$ cat config.mk
export PLATFORM = sky130hd
export DESIGN_NAME = score_cell_engine
export DESIGN_NICKNAME = d
export VERILOG_FILES = /design/src/rtl/nw_pkg.sv /design/src/rtl/max3_sel.sv /design/src/rtl/score_cell_engine.sv
export SDC_FILE = /design/constraint.sdc
export NUM_CORES = 1
export LEC_CHECK = 0
export BUFFER_PORTS_ARGS = -buffer_cell sky130_fd_sc_hd__buf_2
export CORE_ASPECT_RATIO = 1.75
export CORE_MARGIN = 2
export CORE_UTILIZATION = 45
export CTS_BUF_LIST = sky130_fd_sc_hd__clkbuf_16
export DETAILED_ROUTE_END_ITERATION = 8
export GPL_ROUTABILITY_DRIVEN = 0
export GPL_TIMING_DRIVEN = 0
export PLACE_DENSITY = 0.7
export SLEW_MARGIN = 15
export SYNTH_ARGS = -nofsm -noshare
export SYNTH_HDL_FRONTEND = slang
export SYNTH_SLANG_ARGS = --single-unit
$ cat constraint.sdc
create_clock -name clk -period 1.9 [get_ports clk]
set_input_delay 0.095 -clock clk [delete_from_list [all_inputs] [get_ports clk]]
set_output_delay 0.095 -clock clk [all_outputs]
set_load 0.01 [all_outputs]
$ cat src/rtl/nw_pkg.sv
// -----------------------------------------------------------------------------
// nw_pkg
// Shared definitions for the Needleman-Wunsch score-cell engine.
//   SCORE_W / SUM_W    : score width and the one-bit-wider accumulation width
//   score_t            : 9-bit two's-complement score
//   dir_t              : traceback direction codes (00 none, 01 diag, 10 up, 11 left)
//   state_t            : cell engine FSM states
//   MATCH/MISMATCH/GAP : default scoring constants
//   saturate / add_sat : clamp a widened sum back into the score range
// -----------------------------------------------------------------------------
package nw_pkg;

    localparam int SCORE_W = 9;
    localparam int SUM_W   = SCORE_W + 1;

    typedef logic signed [SCORE_W-1:0] score_t;
    typedef logic signed [SUM_W-1:0]   sum_t;

    typedef enum logic [1:0] {
        DIR_NONE = 2'b00,
        DIR_DIAG = 2'b01,
        DIR_UP   = 2'b10,
        DIR_LEFT = 2'b11
    } dir_t;

    typedef enum logic [2:0] {
        ST_IDLE,
        ST_READ,
        ST_CALC,
        ST_WRITE,
        ST_NEXT,
        ST_DONE
    } state_t;

    localparam score_t MATCH_DEF    = 9'sd1;
    localparam score_t MISMATCH_DEF = -9'sd1;
    localparam score_t GAP_DEF      = -9'sd2;

    localparam sum_t   SUM_HI   = 10'sd255;
    localparam sum_t   SUM_LO   = -10'sd256;
    localparam score_t SCORE_HI = 9'sh0FF;
    localparam score_t SCORE_LO = 9'sh100;

    // Clamp a 10-bit sum into [-256, +255].
    function automatic score_t saturate(input sum_t x);
        score_t r;
        if (x > SUM_HI) begin
            r = SCORE_HI;
        end else if (x < SUM_LO) begin
            r = SCORE_LO;
        end else begin
            r = x[SCORE_W-1:0];
        end
        return r;
    endfunction

    // Sign-extend both operands by one bit so the add cannot wrap, then clamp.
    function automatic score_t add_sat(input score_t a, input score_t b);
        sum_t s;
        s = {a[SCORE_W-1], a} + {b[SCORE_W-1], b};
        return saturate(s);
    endfunction

endpackage

$ cat src/rtl/max3_sel.sv
// -----------------------------------------------------------------------------
// max3_sel
// Combinational three-way maximum with traceback direction.
// Ties resolve diag first, then up, then left.
//   s_diag, s_up, s_left : in  candidate scores (9-bit signed)
//   max                  : out winning score
//   dir                  : out direction code of the winner
// -----------------------------------------------------------------------------
module max3_sel
    import nw_pkg::*;
(
    input  logic signed [SCORE_W-1:0] s_diag,
    input  logic signed [SCORE_W-1:0] s_up,
    input  logic signed [SCORE_W-1:0] s_left,
    output logic signed [SCORE_W-1:0] max,
    output logic [1:0]                dir
);

    // NOTE: every output gets a default first so no path through the
    // block leaves a value unassigned, which would infer a latch.
    always_comb begin
        max = s_diag;
        dir = DIR_DIAG;
        if ((s_diag >= s_up) && (s_diag >= s_left)) begin
            max = s_diag;
            dir = DIR_DIAG;
        end else if (s_up >= s_left) begin
            max = s_up;
            dir = DIR_UP;
        end else begin
            max = s_left;
            dir = DIR_LEFT;
        end
    end

endmodule

$ cat src/rtl/score_cell_engine.sv
// -----------------------------------------------------------------------------
// score_cell_engine
// Walks the interior cells (1..N, 1..N) of an (N+1)x(N+1) Needleman-Wunsch
// matrix in row-major order. For each cell it requests the three neighbour
// scores, computes the best score and traceback direction, and strobes the
// result out for one cycle.
//   clk, rst              : clock, asynchronous active-high reset
//   start                 : pulse to begin a pass (ignored unless idle)
//   char_a, char_b        : nucleotide codes of A[i-1] and B[j-1]
//   signal                : neighbour scores are valid (honoured in READ only)
//   diag, left, up        : neighbour scores
//   i, j                  : current cell coordinates
//   en_read, en_counter_3 : neighbour-read enables (READ state)
//   we, en_ins, dir_we    : one-cycle write strobes (WRITE state)
//   max, dir              : registered cell score and traceback direction
//   busy, done            : pass in progress / one-cycle end-of-pass pulse
// -----------------------------------------------------------------------------
module score_cell_engine
    import nw_pkg::*;
#(
    parameter int                        N        = 128,
    parameter int                        BitAddr  = $clog2(N + 1),
    parameter logic signed [SCORE_W-1:0] MATCH    = MATCH_DEF,
    parameter logic signed [SCORE_W-1:0] MISMATCH = MISMATCH_DEF,
    parameter logic signed [SCORE_W-1:0] GAP      = GAP_DEF
) (
    input  logic                      clk,
    input  logic                      rst,
    input  logic                      start,
    input  logic [1:0]                char_a,
    input  logic [1:0]                char_b,
    input  logic                      signal,
    input  logic signed [SCORE_W-1:0] diag,
    input  logic signed [SCORE_W-1:0] left,
    input  logic signed [SCORE_W-1:0] up,
    output logic [BitAddr:0]          i,
    output logic [BitAddr:0]          j,
    output logic                      en_read,
    output logic                      en_counter_3,
    output logic                      we,
    output logic                      en_ins,
    output logic signed [SCORE_W-1:0] max,
    output logic [1:0]                dir,
    output logic                      dir_we,
    output logic                      busy,
    output logic                      done
);

    localparam int              IDX_W = BitAddr + 1;
    localparam logic [IDX_W-1:0] LAST = IDX_W'(N);
    localparam logic [IDX_W-1:0] ONE  = IDX_W'(1);

    state_t state;
    state_t state_nx;

    score_t s_diag;
    score_t s_up;
    score_t s_left;
    score_t sel_max;
    logic [1:0] sel_dir;

    // ---------------------------------------------------------------------
    // Candidate scores. Inputs are only consumed in CALC, where the score
    // manager holds them stable.
    // ---------------------------------------------------------------------
    always_comb begin
        s_diag = add_sat(diag, (char_a == char_b) ? MATCH : MISMATCH);
        s_up   = add_sat(up,   GAP);
        s_left = add_sat(left, GAP);
    end

    max3_sel u_max3_sel (
        .s_diag (s_diag),
        .s_up   (s_up),
        .s_left (s_left),
        .max    (sel_max),
        .dir    (sel_dir)
    );

    // ---------------------------------------------------------------------
    // State register
    // ---------------------------------------------------------------------
    // NOTE: sequential state uses non-blocking assignments so every register
    // samples the pre-edge values, regardless of block ordering.
    always_ff @(posedge clk or posedge rst) begin
        if (rst) begin
            state <= ST_IDLE;
        end else begin
            state <= state_nx;
        end
    end

    // ---------------------------------------------------------------------
    // Next-state logic
    // ---------------------------------------------------------------------
    always_comb begin
        state_nx = state;
        case (state)
            ST_IDLE:  if (start)  state_nx = ST_READ;
            ST_READ:  if (signal) state_nx = ST_CALC;
            ST_CALC:  state_nx = ST_WRITE;
            ST_WRITE: state_nx = ST_NEXT;
            ST_NEXT:  state_nx = ((i == LAST) && (j == LAST)) ? ST_DONE : ST_READ;
            ST_DONE:  state_nx = ST_IDLE;
            default:  state_nx = ST_IDLE;
        endcase
    end

    // ---------------------------------------------------------------------
    // Outputs decoded from the state
    // ---------------------------------------------------------------------
    always_comb begin
        en_read      = 1'b0;
        en_counter_3 = 1'b0;
        we           = 1'b0;
        en_ins       = 1'b0;
        dir_we       = 1'b0;
        busy         = 1'b0;
        done         = 1'b0;
        case (state)
            ST_READ: begin
                en_read      = 1'b1;
                en_counter_3 = 1'b1;
                busy         = 1'b1;
            end
            ST_CALC: busy = 1'b1;
            ST_WRITE: begin
                we     = 1'b1;
                en_ins = 1'b1;
                dir_we = 1'b1;
                busy   = 1'b1;
            end
            ST_NEXT: busy = 1'b1;
            ST_DONE: done = 1'b1;
            default: ;
        endcase
    end

    // ---------------------------------------------------------------------
    // Coordinates and result registers. max/dir load at the end of CALC so
    // they are already stable throughout WRITE. The coordinate wrap back to
    // (1,1) happens on the last NEXT, so DONE and IDLE both show i=j=1.
    // ---------------------------------------------------------------------
    always_ff @(posedge clk or posedge rst) begin
        if (rst) begin
            i   <= ONE;
            j   <= ONE;
            max <= '0;
            dir <= DIR_NONE;
        end else begin
            case (state)
                ST_CALC: begin
                    max <= sel_max;
                    dir <= sel_dir;
                end
                ST_NEXT: begin
                    if (j != LAST) begin
                        j <= j + ONE;
                    end else if (i != LAST) begin
                        j <= ONE;
                        i <= i + ONE;
                    end else begin
                        i <= ONE;
                        j <= ONE;
                    end
                end
                ST_DONE, ST_IDLE: begin
                    i   <= ONE;
                    j   <= ONE;
                    dir <= DIR_NONE;
                end
                default: ;
            endcase
        end
    end

endmodule

==> impl_results.md, run 1 <==
* Status: complete, but fails checks
* #FFs+latches synth at 32
* Via count of the first global-routing pass at 3482
* First DRT Iteration DRCs at 130
* Critical-path cell list: buf_6 > xnor2_4 > nand2_4 > ha_4 > a21o_1 > a2111oi_4 > a21oi_1 > or2_0 > buf_6 > maj3_2 > ha_4 > nand2_2 > nor4_2 > o21a_1 > o211ai_4 > buf_6 > or2_4 > o211ai_1
* Total of buffers placed on input and output ports at 69
* Power density over the cells at 1040 nW/µm²
* Worst-case setup margin in the final layout at -1.55 ns
* Post-Syn Instances at 442
* Vias per cell at 5.74
* TritonRoute pass-1 iters at 4
* Fraction of final layout cells with drive strength greater than 1 at 32.3%
* CTS Root Cell: clkbuf_16
* GRT Overall Usage at 21.7%
* Initial antenna violation count at 0
* Vertical die dimension at 121 µm
* Amount of wire on met3 after detailed routing at 300 µm
* Area of the mapped netlist at 3530 µm²
* Slowest CP cell: maj3_2
* Average instance area after synthesis at 7.98 µm²
* Starting Density at 46.6%
* Buffer levels on the longest clock path at 2
* Adder-cell share of the synthesized area at 17.0%
* Worst path buffer plus inverter count at 3
* Relative slew margins at 54.3%
* Highest metal layer with signal wires: met4
* Num Clock Sinks at 32
* Worst setup path category: in2reg
* H-tree depth reported by CTS at 2
* Compound-gate portion of the synthesized area at 22.7%
* Max cap viols at 0
* Boundary pin count at 71
* Number of enable flip-flop cells after synthesis at 0
* Endpoints failing setup at 11
* Syn nets at 520
* Core Region at 7570 µm²
* DRC errors left at 0
* Chip Width at 70.9 µm
* Critical path peak fanout at 7
* Most used flip-flop cell after synthesis: dfrtp_1
* Synth unique cells at 63
* Post-CTS clock slew at the launch and capture registers of the worst setup and hold paths at 0.05 ns
* Req. time, crit path at 2.09 ns
* Share of synthesized area occupied by flip-flops and latches at 22.8%
* Share of the clock period used by the worst path at 181%
* Maximum ir drop on the vdd rail at 459 µV
* Kind of path behind the tightest hold check: in2reg
* Maximum clock frequency at 0.290 GHz
* Met2 wirelength from detailed routing at 5300 µm
* Part of the power in the clock network at 15.2%
* Largest stage delay on the critical path at 0.36 ns
* Switching Share at 43.1%
* Violated checks: negative setup slack
* Share of synthesized cell area in and, or, nand and nor gates at 23.0%
* Internal Pwr Total at 2770 µW
* Kind of cell adding the most delay to the critical path: compound AO/OA/AOI/OAI gates
* Least-Margin Pin Slew at 0.684 ns
* CTS tree: yes
* Xor and xnor fraction of the mapped netlist area at 2.98%
* Area enclosed by the die boundary at 8590 µm²
* Fraction of synthesized area in multiplexers at 5.04%
* Per-cell routed wire length at 15.0 µm
* Kind of end point of the critical path: flip-flop
* Wirelength, routed at 9410 µm
* Setup repair after global routing missed its margin: true
* TritonCTS Buffers at 5
* Yosys warning count at 0
* Count of antenna diodes in the layout at 0
* Kind of launch point of the worst setup path: input pin
* Final min period at 3.45 ns
* Overall power after layout at 4870 µW
* Insertion delay to the later sink of the worst-skew pair at 0.28 ns
* Leakage power at 0.00223 µW
* Area growth syn-to-layout at 32.9%
* Number of routed nets with antenna violations at 0
* Pin count of the biggest net entering global routing at 33
* Share of flip-flops with an asynchronous set or reset after synthesis at 100%
* Final Instance Area at 4690 µm²
* Area after DPL at 4160 µm²
* DPL Wire Length at 7120 µm
* Final count of hold timing violations at 0
* Number of nets at the end of the flow at 616
* Final-report max-slew violation count at 0
* Worst clock skew on the final layout at 0.00480 ns
* Switching component of the power at 2100 µW
* Overall overflow remaining after global route at 0
* Number of placement rows at 42
* Sequential cell fraction of total power at 21.4%
* Combinational family with the most area after synthesis: simple AND/OR/NAND/NOR gates
* Worst path most repeated cell: buf_6
* Global-route wire length before repair at 15300 µm
* Routed length on met1 at 3560 µm
* Data arrival at the endpoint of the critical path at 3.64 ns
* Power share of the combinational group at 63.4%
* Total vias in the final route at 3596
* Count of fill cells added during filler insertion at 676
==> worst paths after layout <==
check / endpoint / from / cells past startpoint / slack (ns)
min in group asynchronous: i[5]$_DFFE_PP0P_ / rst / 3 / 0.47
setup / recovery: max[6]$_DFFE_PP0P_ / char_b[0] / 18 / -1.55
hold / removal: state[0]$_DFFE_PP0P_ / start / 3 / 0.07
max in group asynchronous: max[5]$_DFFE_PP0P_ / rst / 3 / 0.97
hold reg to reg: max[8]$_DFFE_PP0P_ / max[8]$_DFFE_PP0P_ / 2 / 0.48
setup reg to reg: i[6]$_DFFE_PP0P_ / i[0]$_DFFE_PP1P_ / 7 / 0.08
==> flip-flops by register name, indices dropped and copies added (netlist names) <==
name / cells
i: 9
j: 9
state: 3
max: 9
dir: 2
==> metal layers <==
| layer | vias to the layer above | GRT usage (%) |
|---|---|---|
| met1 | 1702 | 23.2 |
| li1 | 1785 | - |
| met4 | 0 | 8.61 |
| met3 | 21 | 2.24 |
| met5 | - | 0 |
| met2 | 88 | 42.2 |
==> through the flow <==
stage | setup WS, ns | cells | utilization (%) | TNS (ns) | hold slack (ns)
6_report | -1.55 | 626 | 61.9 | -16.54 | 0.0711
5_1_grt | -1.69 | 626 | 61.9 | -18.18 | 0.0665
4_1_cts | -1.50 | 621 | 60.5 | -16.20 | 0.0629
3_5_place_dp | -2.11 | 599 | 55.0 | -23.99 | 0.249
3_3_place_gp | -2.07 | 599 | 55.0 | -23.59 | 0.352
2_1_floorplan | -1.46 | 442 | - | -15.65 | 0.210
==> synthesized netlist by cell type (7+ instances only) <==
cell | count | area share [%]
o21ai_0 | 42 | 6.0
nand2_1 | 45 | 4.8
clkbuf_1 | 8 | 0.85
nand4_1 | 7 | 1.2
dfrtp_1 | 30 | 21
a21oi_1 | 27 | 3.8
mux2i_1 | 14 | 4.0
nand3_1 | 13 | 1.8
and3_1 | 8 | 1.4
inv_1 | 42 | 4.5
nand2b_1 | 11 | 2.0
ha_1 | 42 | 15
nor2_1 | 29 | 3.1
xor2_1 | 7 | 1.7
a21o_1 | 9 | 1.9
==> cell families (layout without fill, tap and decap cells) <==
kind of cell               Yosys count  in the layout
buffers and inverters               55            150
DFF                                 32             32
and+or+nand+nor                    155            156
muxes                               17             17
xor gates and xnor gates            12             12
AOI/OAI and AO/OA                  123            123
adders and majority gates           48             48
==> tightest hold or removal path, cell delays in order <==
cell and delay, ns:
buf_2 0.08, o21ai_0 0.07, o21ai_0 0.07
==> cell type report <==
| class | count | area (µm²) | share of cell area, % |
|---|---|---|---|
| Multi-Input combinational cell | 356 | 2860 | 61.1 |
| Sequential cell | 32 | 803 | 17.1 |
| Timing Repair Buffer | 90 | 546 | 11.6 |
| Inverter | 42 | 160 | 3.42 |
| Clock buffer | 5 | 125 | 2.67 |
| Tap cell | 88 | 110 | 2.35 |
| Buffer | 11 | 71.3 | 1.52 |
| Clock inverter | 2 | 7.51 | 0.160 |
==> power groups by stage <==
stage	Sequential (µW)	Clock, µW	Combinational, µW
2_1_floorplan	1090	0	1760
3_3_place_gp	1040	0	2480
3_5_place_dp	1040	0	2540
4_1_cts	1030	754	2900
5_1_grt	1070	780	3400
6_report	1040	741	3090
==> layout by cell type, fill, tap and decap left out, types with 4 or more instances in the layout <==
master	netlist	final
o21ai_0	42	31
nand4_1	7	7
a21o_1	9	9
o31ai_1	6	4
nand3_1	13	12
o21a_1	6	5
nor2_1	29	26
xor2_1	7	7
nor3_1	6	6
o21ai_1	4	12
ha_1	42	32
a21oi_1	27	24
nand2b_1	11	10
and3_1	8	8
a211o_1	4	4
buf_4	4	21
and2_1	5	4
nor4_1	5	4
mux2i_2	0	4
nor2b_1	5	4
nand2_1	45	41
inv_1	42	39
dfrtp_1	30	30
maj3_2	4	5
buf_2	0	65
mux2i_1	14	10
ha_4	0	9
clkbuf_1	8	5
buf_6	1	8
clkbuf_16	0	5
==> timing repair <==
action,CTS,global route
setup endpoints to repair,25,24
pin swaps,26,10
hold endpoints to repair,30,0
resized for setup,40,23
buffers inserted,15,5
hold buffers,1,0
cloned,1,0
Note: power is estimated with default switching activity, not from simulation.
==> run 2: changes to the inputs <==
Settings changed: PLACE_DENSITY 0.7 to 0.71.
==> run 2 against run 1 <==
The run still ends with negative setup slack left; critical path depth increased by 2; die area stayed put; power grew 9.5%; clock skew hardly changed; cell count rose by 2.2%; combinational power grew 9.7%; largest cell class unchanged; clock power is 22% higher; register-to-register slack about the same; fmax is 5.2% lower; critical endpoint is now max[7]$_DFFE_PP0P_.
==> impl_results.md, run 2 (synthesized netlist as in run 1, its figures left out) <==
* Status: complete, but fails checks
* Violated checks: negative setup slack
* Final min period at 3.63 ns
* Final count of hold timing violations at 0
* Commonest non-fill, non-tap cell in the layout: buf_2
* Fraction of final layout cells with drive strength greater than 1 at 35.1%
* Count of antenna diodes in the layout at 0
* Boundary pin count at 71
* Maximum clock frequency at 0.275 GHz
* DPL Wire Length at 7230 µm
* Chip Width at 70.9 µm
* Insertion delay to the later sink of the worst-skew pair at 0.28 ns
* Kind of path behind the tightest hold check: in2reg
* Kind of launch point of the worst setup path: input pin
* Total vias in the final route at 3778
* Final-report max-slew violation count at 0
* Final cell count without fillers at 640
* Share of the clock period used by the worst path at 191%
* Number of nets at the end of the flow at 629
* GRT Overall Usage at 22.0%
* Area growth syn-to-layout at 39.9%
* Slack of the worst reg-to-reg path at 0.09 ns
* Worst clock skew on the final layout at 0.00431 ns
* Vias per cell at 5.90
* Maximum ir drop on the vdd rail at 478 µV
* Per-cell routed wire length at 16.1 µm
* Number of routed nets with antenna violations at 0
* Max cap viols at 0
* Worst setup path category: in2reg
* Setup_tns at -18.18 ns
* Leakage power at 0.00233 µW
* Via count of the first global-routing pass at 3578
* First DRT Iteration DRCs at 134
* Largest registers: i: 9 flops, j: 9 flops, max: 9 flops
* Global-route wire length before repair at 15500 µm
* CTS tree: yes
* Placed cells at 599
* Num Clock Sinks at 32
* DRC errors left at 0
* Wirelength, routed at 10300 µm
* Worst-case setup margin in the final layout at -1.73 ns
* Area occupied by registers at 803 µm²
* Power density over the cells at 1080 nW/µm²
* Starting Density at 46.6%
* Setup repair after global routing missed its margin: true
* Critical path peak fanout at 5
* TritonCTS Buffers at 5
* H-tree depth reported by CTS at 2
* Number of placement rows at 42
* TritonRoute pass-1 iters at 5
* Post-CTS clock slew at the launch and capture registers of the worst setup and hold paths at 0.05 ns
* Least-Margin Pin Slew at 0.792 ns
* Core Region at 7570 µm²
* Vertical die dimension at 121 µm
* Total of buffers placed on input and output ports at 69
* Highest-count cells in the layout ignoring fill and taps: buf_2 (66), inv_1 (39), nand2_1 (38), o21ai_0 (36), dfrtp_1 (30)
* Pin count of the biggest net entering global routing at 33
* Overall overflow remaining after global route at 0
* Initial antenna violation count at 0
* Endpoints failing setup at 11
* CTS Root Cell: clkbuf_16
* Relative slew margins at 47.2%
* Data arrival at the endpoint of the critical path at 3.78 ns
* Count of fill cells added during filler insertion at 607
* Area enclosed by the die boundary at 8590 µm²
* Area occupied by multi-input gates at 2970 µm²
* Kind of end point of the critical path: flip-flop
* Req. time, crit path at 2.05 ns
* Buffer levels on the longest clock path at 2
-- run 2: cell type report --
type | count | share of cell area [%]
Tap cell | 88 | 2.23
Inverter | 42 | 3.25
Timing Repair Buffer | 102 | 13.1
Multi-Input combinational cell | 356 | 60.1
Sequential cell | 32 | 16.3
Clock inverter | 3 | 0.761
Buffer | 12 | 1.67
Clock buffer | 5 | 2.54
-- run 2: worst max-delay path, stage by stage --
cell and delay [ns]:
buf_6 0.10, xnor2_4 0.20, nand2_4 0.13, buf_4 0.17, ha_4 0.22, nor2b_4 0.14, o31ai_1 0.31, nand2b_1 0.09
a21oi_1 0.19, xor2_1 0.24, maj3_2 0.26, inv_2 0.05, ha_4 0.22, a21oi_1 0.21, o21ai_0 0.16, o21a_1 0.24
o211ai_4 0.25, buf_6 0.16, mux2i_2 0.23, a21oi_1 0.08
-- run 2: per-layer routing --
layer / share of wire, % / GRT usage (%)
met3: 3.7 / 2.33
met5: 0 / 0
met2: 56 / 43.5
met4: 4.3 / 11.4
met1: 36 / 21.7
-- run 2: report_power, final --
part	total (µW)	internal [µW]	switching, µW
clock network	901	608	292
logic	3390	1580	1810
registers	1040	885	155
total	5330	3070	2260
-- run 2: metrics by stage --
| stage | total power (µW) | area, µm² | worst slack, ns | hold WS (ns) | util [%] |
|---|---|---|---|---|---|
| 6_report | 5330 | 4930 | -1.73 | 0.0656 | 65.2 |
| 5_1_grt | 5670 | 4930 | -1.83 | 0.0882 | 65.2 |
| 4_1_cts | 4880 | 4610 | -1.56 | 0.0658 | 61.0 |
| 3_5_place_dp | 3600 | 4160 | -2.06 | 0.245 | 55.0 |
| 3_3_place_gp | 3530 | 4160 | -2.04 | 0.347 | 55.0 |
| 2_1_floorplan | 2850 | 3710 | -1.46 | 0.210 | - |
-- run 2: repair_timing --
item	in CTS	in global routing
pin swaps	22	27
endpoints found under the setup margin	25	22
cloned	1	1
hold endpoints to repair	30	0
buffers inserted	13	18
hold buffers	1	0
resized for setup	39	37
-- run 2: path summary, 6_finish.rpt --
check                                       end  depth (start not counted)          startpoint
hold / removal             state[0]$_DFFE_PP0P_                          3               start
hold reg to reg              dir[0]$_DFFE_PP0P_                          1  dir[0]$_DFFE_PP0P_
max in group asynchronous      j[2]$_DFFE_PP0P_                          3                 rst
setup / recovery             max[7]$_DFFE_PP0P_                         20           char_a[1]
setup reg to reg               i[6]$_DFFE_PP0P_                          7    i[0]$_DFFE_PP1P_
min in group asynchronous      i[4]$_DFFE_PP0P_                          3                 rst
